### config.mk
export PLATFORM = sky130hd
export DESIGN_NAME = vga_box_renderer_flat
export DESIGN_NICKNAME = d
export VERILOG_FILES = /design/src/rtl/vga_pkg.sv /design/src/rtl/vga_box_renderer_if.sv /design/src/rtl/vga_bounce_axis.sv /design/src/rtl/vga_box_renderer.sv /design/src/flat_wrapper.sv
export SDC_FILE = /design/constraint.sdc
export NUM_CORES = 1
export LEC_CHECK = 0
export CORE_UTILIZATION = 55
export CTS_CLUSTER_SIZE = 14
export DETAILED_ROUTE_END_ITERATION = 10
export GPL_ROUTABILITY_DRIVEN = 0
export MAX_ROUTING_LAYER = met4
export PLACE_DENSITY = 0.76
export SYNTH_ARGS = -nofsm -noshare
export SYNTH_HDL_FRONTEND = slang
export SYNTH_SLANG_ARGS = --single-unit
### constraint.sdc
create_clock -name CLK -period 3.2 [get_ports CLK]
set_input_delay 0.32 -clock CLK [delete_from_list [all_inputs] [get_ports CLK]]
set_output_delay 0.32 -clock CLK [all_outputs]
set_load 0.05 [all_outputs]
### src/rtl/vga_pkg.sv
// Shared VGA timing constants, colours and enums for the timing stage and
// the pixel-colour stage.
package vga_pkg;

    localparam int HVALID = 640;
    localparam int VVALID = 480;
    localparam int HMAX   = 800;
    localparam int VMAX   = 521;

    typedef struct packed {
        logic [3:0] r;
        logic [3:0] g;
        logic [3:0] b;
    } rgb_t;

    localparam rgb_t COL_RED   = '{r: 4'hF, g: 4'h0, b: 4'h0};
    localparam rgb_t COL_BLACK = '{r: 4'h0, g: 4'h0, b: 4'h0};

    typedef enum logic [1:0] {
        WAIT_VS = 2'd0,
        DIV     = 2'd1,
        UPD_X   = 2'd2,
        UPD_Y   = 2'd3
    } upd_state_t;

    typedef enum logic {
        DIR_POS = 1'b0,
        DIR_NEG = 1'b1
    } dir_t;

endpackage

### src/rtl/vga_box_renderer_if.sv
// Timing-stage to renderer bundle: counters/syncs in, registered VGA pins out.
interface vga_box_renderer_if;
    logic       PIX_EN;
    logic [9:0] HCNT;
    logic [9:0] VCNT;
    logic       HS_IN;
    logic       VS_IN;
    logic       PAUSE;
    logic [3:0] VGA_R;
    logic [3:0] VGA_G;
    logic [3:0] VGA_B;
    logic       VGA_HS;
    logic       VGA_VS;

    modport master (
        output PIX_EN, HCNT, VCNT, HS_IN, VS_IN, PAUSE,
        input  VGA_R, VGA_G, VGA_B, VGA_HS, VGA_VS
    );

    modport slave (
        input  PIX_EN, HCNT, VCNT, HS_IN, VS_IN, PAUSE,
        output VGA_R, VGA_G, VGA_B, VGA_HS, VGA_VS
    );
endinterface

### src/rtl/vga_bounce_axis.sv
// One axis of the bouncing box: position and direction, clamped to
// 0..limit and reflected when an edge is reached.
module vga_bounce_axis
    import vga_pkg::*;
(
    input  logic       CLK,
    input  logic       RST_N,
    input  logic       upd,
    input  logic [9:0] step,
    input  logic [9:0] limit,
    output logic [9:0] pos
);

    dir_t        dir;
    logic [10:0] sum;

    // 11-bit sum so pos+step can never wrap before the limit compare
    assign sum = {1'b0, pos} + {1'b0, step};

    always_ff @(posedge CLK or negedge RST_N) begin
        if (!RST_N) begin
            pos <= '0;
            dir <= DIR_POS;
        end else if (upd) begin
            if (dir == DIR_POS) begin
                if (sum >= {1'b0, limit}) begin
                    pos <= limit;
                    dir <= DIR_NEG;
                end else begin
                    pos <= sum[9:0];
                end
            end else begin
                if ({1'b0, pos} <= {1'b0, step}) begin
                    pos <= '0;
                    dir <= DIR_POS;
                end else begin
                    pos <= pos - step;
                end
            end
        end
    end

endmodule

### src/rtl/vga_box_renderer.sv
// Bouncing-box pixel stage: one registered PIX_EN stage for colour and syncs,
// position updated in vblank. Optional white border: VGA_BOX_BORDER_EN.
module vga_box_renderer #(
    parameter int HVALID    = vga_pkg::HVALID,
    parameter int VVALID    = vga_pkg::VVALID,
    parameter int BOX_W     = 320,
    parameter int BOX_H     = 120,
    parameter int STEP_X    = 10,
    parameter int STEP_Y    = 8,
    parameter int FRAME_DIV = 2
) (
    input logic               CLK,
    input logic               RST_N,
    vga_box_renderer_if.slave vif
);
    import vga_pkg::*;

    upd_state_t state_q, state_d;
    logic [3:0] div_q, div_d;
    logic       vs_prev, vs_fall;
    logic       upd_x, upd_y;
    logic [9:0] x_pos, y_pos;
    rgb_t       pix_d, pix_q;
    logic       hs_q, vs_q;

    vga_bounce_axis u_x (
        .CLK   (CLK),
        .RST_N (RST_N),
        .upd   (upd_x),
        .step  (10'(STEP_X)),
        .limit (10'(HVALID - BOX_W)),
        .pos   (x_pos)
    );

    vga_bounce_axis u_y (
        .CLK   (CLK),
        .RST_N (RST_N),
        .upd   (upd_y),
        .step  (10'(STEP_Y)),
        .limit (10'(VVALID - BOX_H)),
        .pos   (y_pos)
    );

    assign vs_fall = vif.PIX_EN && vs_prev && !vif.VS_IN;

    always_ff @(posedge CLK or negedge RST_N) begin
        if (!RST_N) begin
            state_q <= WAIT_VS;
            div_q   <= '0;
            vs_prev <= 1'b1;
        end else begin
            state_q <= state_d;
            div_q   <= div_d;
            if (vif.PIX_EN) vs_prev <= vif.VS_IN;
        end
    end

    // PAUSE is only looked at here, so a started update always finishes
    always_comb begin
        state_d = state_q;
        div_d   = div_q;
        upd_x   = 1'b0;
        upd_y   = 1'b0;
        case (state_q)
            WAIT_VS: if (vs_fall && !vif.PAUSE) state_d = DIV;
            DIV: begin
                if (div_q == 4'(FRAME_DIV - 1)) begin
                    div_d   = '0;
                    state_d = UPD_X;
                end else begin
                    div_d   = div_q + 4'd1;
                    state_d = WAIT_VS;
                end
            end
            UPD_X: begin
                upd_x   = 1'b1;
                state_d = UPD_Y;
            end
            UPD_Y: begin
                upd_y   = 1'b1;
                state_d = WAIT_VS;
            end
            default: state_d = WAIT_VS;
        endcase
    end

    logic [10:0] h11, v11, x11, y11;
    logic        active, in_box;

    assign h11 = {1'b0, vif.HCNT};
    assign v11 = {1'b0, vif.VCNT};
    assign x11 = {1'b0, x_pos};
    assign y11 = {1'b0, y_pos};

    assign active = (vif.HCNT < 10'(HVALID)) && (vif.VCNT < 10'(VVALID));
    assign in_box = (h11 >= x11) && (h11 < x11 + 11'(BOX_W)) &&
                    (v11 >= y11) && (v11 < y11 + 11'(BOX_H));

`ifdef VGA_BOX_BORDER_EN
    logic on_edge;
    assign on_edge = (h11 < x11 + 11'd2) || (h11 >= x11 + 11'(BOX_W - 2)) ||
                     (v11 < y11 + 11'd2) || (v11 >= y11 + 11'(BOX_H - 2));
`endif

    always_comb begin
        pix_d = COL_BLACK;
        if (active) begin
            if (in_box) begin
                pix_d = '{r: vif.VCNT[3:0], g: 4'h0, b: 4'hF};
`ifdef VGA_BOX_BORDER_EN
                if (on_edge) pix_d = '{r: 4'hF, g: 4'hF, b: 4'hF};
`endif
            end else begin
                pix_d = COL_RED;
            end
        end
    end

    // colour and syncs share this stage so they stay aligned on the pins
    always_ff @(posedge CLK or negedge RST_N) begin
        if (!RST_N) begin
            pix_q <= COL_BLACK;
            hs_q  <= 1'b1;
            vs_q  <= 1'b1;
        end else if (vif.PIX_EN) begin
            pix_q <= pix_d;
            hs_q  <= vif.HS_IN;
            vs_q  <= vif.VS_IN;
        end
    end

    assign vif.VGA_R  = pix_q.r;
    assign vif.VGA_G  = pix_q.g;
    assign vif.VGA_B  = pix_q.b;
    assign vif.VGA_HS = hs_q;
    assign vif.VGA_VS = vs_q;

endmodule
### src/flat_wrapper.sv
// flat-port wrapper written by rule: the top's interface ports become plain ports
module vga_box_renderer_flat import vga_pkg::*;
#(
    parameter int HVALID    = vga_pkg::HVALID,
    parameter int VVALID    = vga_pkg::VVALID,
    parameter int BOX_W     = 320,
    parameter int BOX_H     = 120,
    parameter int STEP_X    = 10,
    parameter int STEP_Y    = 8,
    parameter int FRAME_DIV = 2
)
  (CLK, RST_N, vif_PIX_EN, vif_HCNT, vif_VCNT, vif_HS_IN, vif_VS_IN, vif_PAUSE, vif_VGA_R, vif_VGA_G, vif_VGA_B, vif_VGA_HS, vif_VGA_VS);
  vga_box_renderer_if vif_i ();
  input logic CLK;
  input logic RST_N;
  input wire logic [$bits(vif_i.PIX_EN)-1:0] vif_PIX_EN;
  input wire logic [$bits(vif_i.HCNT)-1:0] vif_HCNT;
  input wire logic [$bits(vif_i.VCNT)-1:0] vif_VCNT;
  input wire logic [$bits(vif_i.HS_IN)-1:0] vif_HS_IN;
  input wire logic [$bits(vif_i.VS_IN)-1:0] vif_VS_IN;
  input wire logic [$bits(vif_i.PAUSE)-1:0] vif_PAUSE;
  output wire logic [$bits(vif_i.VGA_R)-1:0] vif_VGA_R;
  output wire logic [$bits(vif_i.VGA_G)-1:0] vif_VGA_G;
  output wire logic [$bits(vif_i.VGA_B)-1:0] vif_VGA_B;
  output wire logic [$bits(vif_i.VGA_HS)-1:0] vif_VGA_HS;
  output wire logic [$bits(vif_i.VGA_VS)-1:0] vif_VGA_VS;
  assign vif_i.PIX_EN = vif_PIX_EN;
  assign vif_i.HCNT = vif_HCNT;
  assign vif_i.VCNT = vif_VCNT;
  assign vif_i.HS_IN = vif_HS_IN;
  assign vif_i.VS_IN = vif_VS_IN;
  assign vif_i.PAUSE = vif_PAUSE;
  assign vif_VGA_R = vif_i.VGA_R;
  assign vif_VGA_G = vif_i.VGA_G;
  assign vif_VGA_B = vif_i.VGA_B;
  assign vif_VGA_HS = vif_i.VGA_HS;
  assign vif_VGA_VS = vif_i.VGA_VS;
  vga_box_renderer #(.HVALID(HVALID), .VVALID(VVALID), .BOX_W(BOX_W), .BOX_H(BOX_H), .STEP_X(STEP_X), .STEP_Y(STEP_Y), .FRAME_DIV(FRAME_DIV)) u_core (.CLK(CLK), .RST_N(RST_N), .vif(vif_i));
endmodule
; Yosys cells after proc, flatten, opt, wreduce, memory -nomap -nowiden
; Cells that the tools add are included.
[word_totals]
word_cells = 63
out_inout_bits = 14
reg_bits = 42
input_bits = 26
[classes]
order_cmp = 10
n_addsub = 7
eq_ne = 5
n_mux = 20
n_reduce_logical = 10
[op_table]
columns = operator, count
row1 = 10-bit 2-to-1 mux, 6
row2 = 12-bit 2-to-1 mux, 2
row3 = "10-bit by 4-bit adder with 11-bit output, second input constant", 2
row4 = "11-bit by 9-bit >= comparator with 1-bit output, second input constant", 2
row5 = 10-bit by 11-bit < comparator with 1-bit output, 2
row6 = 10-bit >= comparator, 2
row7 = "10-bit by 4-bit less-or-equal comparator with 1-bit output, second input constant", 2
row8 = "10-bit by 4-bit subtractor with 10-bit output, second input constant", 2
row9 = "10-bit by 7-bit adder with 11-bit output, second input constant", 1
row10 = "10-bit by 9-bit adder with 11-bit output, second input constant", 1
row11 = "10-bit < comparator, second input constant", 1
row12 = "10-bit by 9-bit < comparator with 1-bit output, second input constant", 1
row13 = 1-bit 2-to-1 mux, 8
row14 = 2-bit case mux with 4 select lines, 1
row15 = 1-bit logical AND, 7
row16 = "4-bit by 1-bit adder with 4-bit output, second input constant", 1
row17 = "2-bit == test, second input constant", 2
row18 = "4-bit by 1-bit == test with 1-bit output, second input constant", 1
row19 = 2-bit 2-to-1 mux, 2
row20 = 4-bit 2-to-1 mux, 1
row21 = "2-bit by 1-bit == test with 1-bit output, second input constant", 1
row22 = 1-bit logical NOT, 2
row23 = 2-bit logical NOT, 1
row24 = "2-bit by 1-bit != test with 1-bit output, second input constant", 1

; Longest topological paths before layout
[depth]
ltp_word = 7
depth_mapped = 12
ltp_nobuf = 11

; Modules after synthesis
; From an unflattened synthesis, not the netlist that was laid out.
[unflattened]
hier_cells = 637
hier_area_um2 = 5230.0
[modules_own_cells]
columns = mod, instances, area_per_inst_um2, cells_per_inst, seq_area_each_um2
row1 = vga_bounce_axis at u_core.u_x, 1, 1851.8, 232, 275.3
row2 = vga_bounce_axis at u_core.u_y, 1, 1839.3, 230, 275.3
row3 = vga_box_renderer, 1, 1539.0, 175, 327.8

; Least setup slack after synthesis
; OpenSTA, ideal clock, no wires.
[synth_path]
path_kind = register -> register
from = register u_core.u_y.pos[3]
to = register u_core.pix_q (netlist bit u_core.vif.VGA_R[0])
stages_incl_launch_ff = 13
setup_ns = 0.134
arrival_time_ns = 2.216
period_less_slack_ns = 2.350
t_required_ns = 3.066
n_path_buf = 1
path_slack_ns = 0.850
cell_sequence = dfrtp_1 > clkbuf_1 > inv_1 > ha_1 > and2_1 > xnor2_1 > ha_1 > a21o_1 > a21oi_1 > o31ai_1 > a2bb2oi_1 > and3b_1 > o22ai_1
[synth_via]
elab_chain_len = 5
elab_cells_between_ends = 7
classes_between = add/sub: 1 / order compare: 2 / mux: 2 / reduce/logical: 2
[synth_lines]
columns = item, line
row1 = start: declaration, vga_bounce_axis.sv:11  ; output logic [9:0] pos
row2 = start signal: assignment, vga_bounce_axis.sv:27  ; pos <= limit;
row3 = start signal: assignment, vga_bounce_axis.sv:30  ; pos <= sum[9:0];
row4 = start signal: assignment, vga_bounce_axis.sv:37  ; pos <= pos - step;
row5 = 10-bit by 7-bit adder with 11-bit output / 10-bit >= comparator (equally long branches), vga_box_renderer.sv:97  ; (v11 >= y11) && (v11 < y11 + 11'(BOX_H));
row6 = 10-bit by 11-bit < comparator with 1-bit output / 1-bit logical AND (equally long branches), "vga_box_renderer.sv:97, vga_box_renderer.sv:96"
row7 = 1-bit logical AND (*), vga_box_renderer.sv:97
row8 = 12-bit 2-to-1 mux (*), vga_box_renderer.sv:108  ; if (in_box) begin
row9 = 12-bit 2-to-1 mux (*), vga_box_renderer.sv:107  ; if (active) begin
row10 = end signal: assignment, vga_box_renderer.sv:126  ; pix_q <= pix_d;
row11 = end: declaration, vga_box_renderer.sv:23  ; rgb_t pix_d, pix_q;
; Every way passes the cells marked *; elsewhere a longest branch is shown, timed or not.
; A chain may end at the register's enable or synchronous reset.

; Worst setup path after layout
[layout_path]
from = register u_core.u_x.pos[7]
to = register u_core.pix_q (netlist bit u_core.vif.VGA_R[0])
[layout_via]
elab_chain_len = 7
elab_cells_between_ends = 8
classes_between = add/sub: 1 / order compare: 2 / mux: 2 / reduce/logical: 3
[layout_lines]
columns = item, line
row1 = start: declaration, vga_bounce_axis.sv:11
row2 = start signal: assignment, vga_bounce_axis.sv:27
row3 = start signal: assignment, vga_bounce_axis.sv:30
row4 = start signal: assignment, vga_bounce_axis.sv:37
row5 = 10-bit by 9-bit adder with 11-bit output, vga_box_renderer.sv:96  ; assign in_box = (h11 >= x11) && (h11 < x11 + 11'(BOX_W)) &&
row6 = 10-bit by 11-bit < comparator with 1-bit output, vga_box_renderer.sv:96
row7 = 1-bit logical AND (*) (2 in a row), vga_box_renderer.sv:96
row8 = 1-bit logical AND (*), vga_box_renderer.sv:97
row9 = 12-bit 2-to-1 mux (*), vga_box_renderer.sv:108
row10 = 12-bit 2-to-1 mux (*), vga_box_renderer.sv:107
; Marks and branches as above.

==> results summary <==
The share of cells above drive strength 1 is under 10%. VDD sags by at most 0.432 mV. The initial antenna violation count came to 0.

The transition time at the pin with the least slew margin is approximately 0.98 ns. Clock tree synthesis selected as its root buffer the cell sky130_fd_sc_hd__clkbuf_8. The maximum number of pins on one net before global-route repair came out at 32. The worst endpoint required time is 3.36 ns. The wire length of the first global-routing pass is between 10 and 15 mm. The final setup TNS is 0 ns. The layout net count came out at 420. The detailed placement HPWL is 4.75 mm.

The number of clock buffers inserted by TritonCTS came out at 5. The final-report hold violation count is 0. The max-slew headroom at the worst pin came out at 34.3%. The combined area of the multi-input logic cells is around 1800 sq um.

For the finished layout, the period the worst path requires is roughly 2.7 ns. The count of pins over their slew limit came out at 0. TritonCTS built the clock tree. In this run, the number of DRC markers left after iteration 0 of detailed routing was between 150 and 200. The classification of the worst-slack hold path is in -> async.

The critical path arrival came out at around 2.9 ns. The cell area that synthesis handed to floorplanning was ~2800 sq um. The count of input and output buffers is 34. The core box area came out at approximately 4800 sq um. Summing all placed instances gives a cell area of around 3100 sq um. The number of enable flip-flop cells after synthesis is 0.

The critical path goes through ha_1 -> xor2_1 -> ha_1 -> a211oi_1 -> nand3_1 -> a211oi_1 -> and3b_1 -> o22ai_1. The overall die height is between 70 and 80 um. The number of global-route vias before repair came out at around 2.5k.

Across the run, the number of max-cap violations was 0. The number of different library cells used by synthesis comes to a little over 60. The number of routed nets with antenna violations is 0. The overall fraction of global-route tracks in use came out at about 28%. The post-CTS repair timing setup buffer count came out at 0.

Detailed routing inserted a total of roughly 2.6k vias. In this run, post-CTS repair resized a total of 0 instances. The clock latency on the worst-skew pair came out at roughly 0.30 ns. The number of top-level design ports came out at 40. The dominant register cell in the synthesized netlist is sky130_fd_sc_hd__dfrtp_1. The register area came out at slightly below 800 sq um. The number of optimization iterations in the first detailed-route pass is 4. The number of fillers in the final layout came out at between 400 and 500. The per-instance average area after synthesis is about 8.4 sq um. The post-synthesis sequential area ratio came out at between 20 and 30%.

The post-layout utilization of the core came out at between 60% and 70%. The run finished with clean final reports. The number of sinks on the clock net came out at 31. The clock passes through at most 2 buffers. Setup violations remaining at the end of the flow were counted as 0.

The async set-or-reset flop fraction in the synthesized netlist is 100%. The final instance area came out at approximately 3300 sq um. The number of hold buffers added after CTS is 0.

The cell count after synthesis came out at 335. The number of cells in the design after placement came out at ~420. The die boundary width is 73.5 um. The clock transition at the register clock pins on the worst setup and hold paths after CTS came out at 0.07 ns.

The biggest cell delay along the critical path is ~0.51 ns. The setup skew after layout is between 0.008 and 0.009 ns. OpenSTA, run right after detailed placement, puts the worst setup slack at 0.561 ns. After detailed routing, the total wire length is between 6 and 7 mm.

The die covers 5410 sq um. STA classifies the critical path endpoint as a flip-flop. 0 antenna diodes ended up in the layout. The average wire per cell in the routed design is approximately 15 um.

The slowest stage of the critical path is the sky130_fd_sc_hd__dfrtp_1 cell. For this design the ratio of total power to cell area is 794 nW/um^2. The leakage dissipation is 1.44 nW. The ratio of final minimum period to clock period is 84.0%. Along the worst path, the maximum fanout reaches 8. The post-layout worst setup margin is about 0.51 ns. The floorplan has 25 rows.

In the routed layout, each cell is associated on average with a via count of about 6.2. In the layout the commonest cells are 35 x sky130_fd_sc_hd__ha_1, 34 x sky130_fd_sc_hd__clkdlybuf4s50_1, 29 x sky130_fd_sc_hd__dfrtp_1, 25 x sky130_fd_sc_hd__nor2_1, 24 x sky130_fd_sc_hd__inv_1. The kind of launch point of the worst setup path is a flip-flop.

The aggregate global routing overflow came out at 0. The count of synthesis-stage warnings from yosys is 0. The signed area change from the synthesized netlist to the final layout came out at 15.9%. The critical path is of the reg -> reg type.

In the routed design, unresolved DRC markers number 0. Synthesis inferred 31 register bits. Hold timing on the final database bottoms out at a slack of 0.421 ns. The library cell used most frequently in the layout, excluding fill and tap cells, is sky130_fd_sc_hd__ha_1. The non-filler instance count after layout is 427. The number of H-tree branching levels came out at 2. The initial utilization of the core area, before any placement, comes to ~58%.

Setup repair after global routing left no endpoint under its margin. The sum of internal, switching and leakage power is ~2.6 mW. Static timing analysis puts the maximum clock frequency at roughly 370 MHz.
logic make-up (layout without fill, tap and decap cells):
logic type,count (synthesis),after routing,share of synthesized area [%]
flip-flops,31,31,27.6
AND/OR/NAND/NOR,100,100,18.7
XOR/XNOR,12,12,3.73
AO/OA/AOI/OAI,104,104,24.7
adder cells (fa/ha/maj),35,35,15.6
multiplexers,6,6,2.22
buffers and inverters,46,68,7.38
other,1,4,0.133
Yosys cell counts (all sizes together) (3+ instances only):
library cell | number | area, sq um
and3 | 5 | 33.8
nor3 | 7 | 35.0
or4 | 3 | 22.5
inv | 25 | 93.8
o21ai | 23 | 115
ha | 35 | 438
o41ai | 3 | 41.3
a211oi | 3 | 22.5
dfrtp | 29 | 726
a31oi | 6 | 37.5
mux2i | 4 | 40.0
o31ai | 3 | 22.5
and2 | 3 | 18.8
buf | 10 | 72.6
a21oi | 24 | 124
a21o | 3 | 22.5
nand2 | 22 | 85.1
clkbuf | 11 | 41.3
nor4 | 4 | 40.0
o22ai | 7 | 43.8
o211ai | 10 | 75.1
o21a | 3 | 22.5
and3b | 4 | 35.0
nand3 | 13 | 65.1
nand4 | 6 | 37.5
nor2 | 25 | 93.8
nand2b | 3 | 18.8
xnor2 | 10 | 87.6
state kept, by name, indices dropped and copies added (netlist names):
signal             flops
u_core.state_q         2
u_core.u_y.pos         7
u_core.div_q           4
u_core.vif.VGA_R       4
u_core.vif.VGA_B       1
u_core.u_y.dir         1
u_core.u_x.dir         1
u_core.vs_prev         1
u_core.vif.VGA_HS      1
u_core.u_x.pos         9
layer usage:
metal	vias up	GRT usage, %	part of all wire (%)
li1	1281	-	-
met1	1228	36.1	45
met5	-	-	0
met3	15	6.86	8.1
met4	0	10.0	1.7
met2	108	43.1	46
final timing paths:
path	slack, ns	cells after the start	startpoint	end
setup / recovery	0.51	8	u_core.u_x.pos[7]$_DFFE_PN0P_	u_core.vif.VGA_R[0]$_DFFE_PN0P_
hold / removal	0.42	2	RST_N	u_core.u_x.pos[7]$_DFFE_PN0P_
setup reg to reg	0.51	8	u_core.u_x.pos[7]$_DFFE_PN0P_	u_core.vif.VGA_R[0]$_DFFE_PN0P_
hold reg to reg	0.51	1	u_core.state_q[0]$_DFFE_PN0P_	u_core.state_q[0]$_DFFE_PN0P_
max in group asynchronous	2.44	2	RST_N	u_core.vif.VGA_HS$_DFFE_PN1P_
min in group CLK	0.51	1	u_core.state_q[0]$_DFFE_PN0P_	u_core.state_q[0]$_DFFE_PN0P_
area by class of cell:
class	instances	area share [%]
Inverter	25	2.88
Timing Repair Buffer	35	10.7
Sequential cell	31	23.9
Clock inverter	2	1.07
Tap cell	67	2.57
Clock buffer	6	2.53
Multi-Input combinational cell	261	56.4
critical path: cells and delay by family (launching register included):
kind	cells	cell delay [ns]
AOI/OAI and AO/OA	3	0.84
xor gates and xnor gates	1	0.20
adders and majority gates	2	0.66
DFF	1	0.51
and+or+nand+nor	2	0.34
power breakdown:
part           leakage [nW]  internal [mW]  switching [mW]
combinational         0.994          0.580           0.851
clock                0.0612          0.252           0.166
sequential            0.385          0.507           0.235
Power figures use the tool's default switching activity.
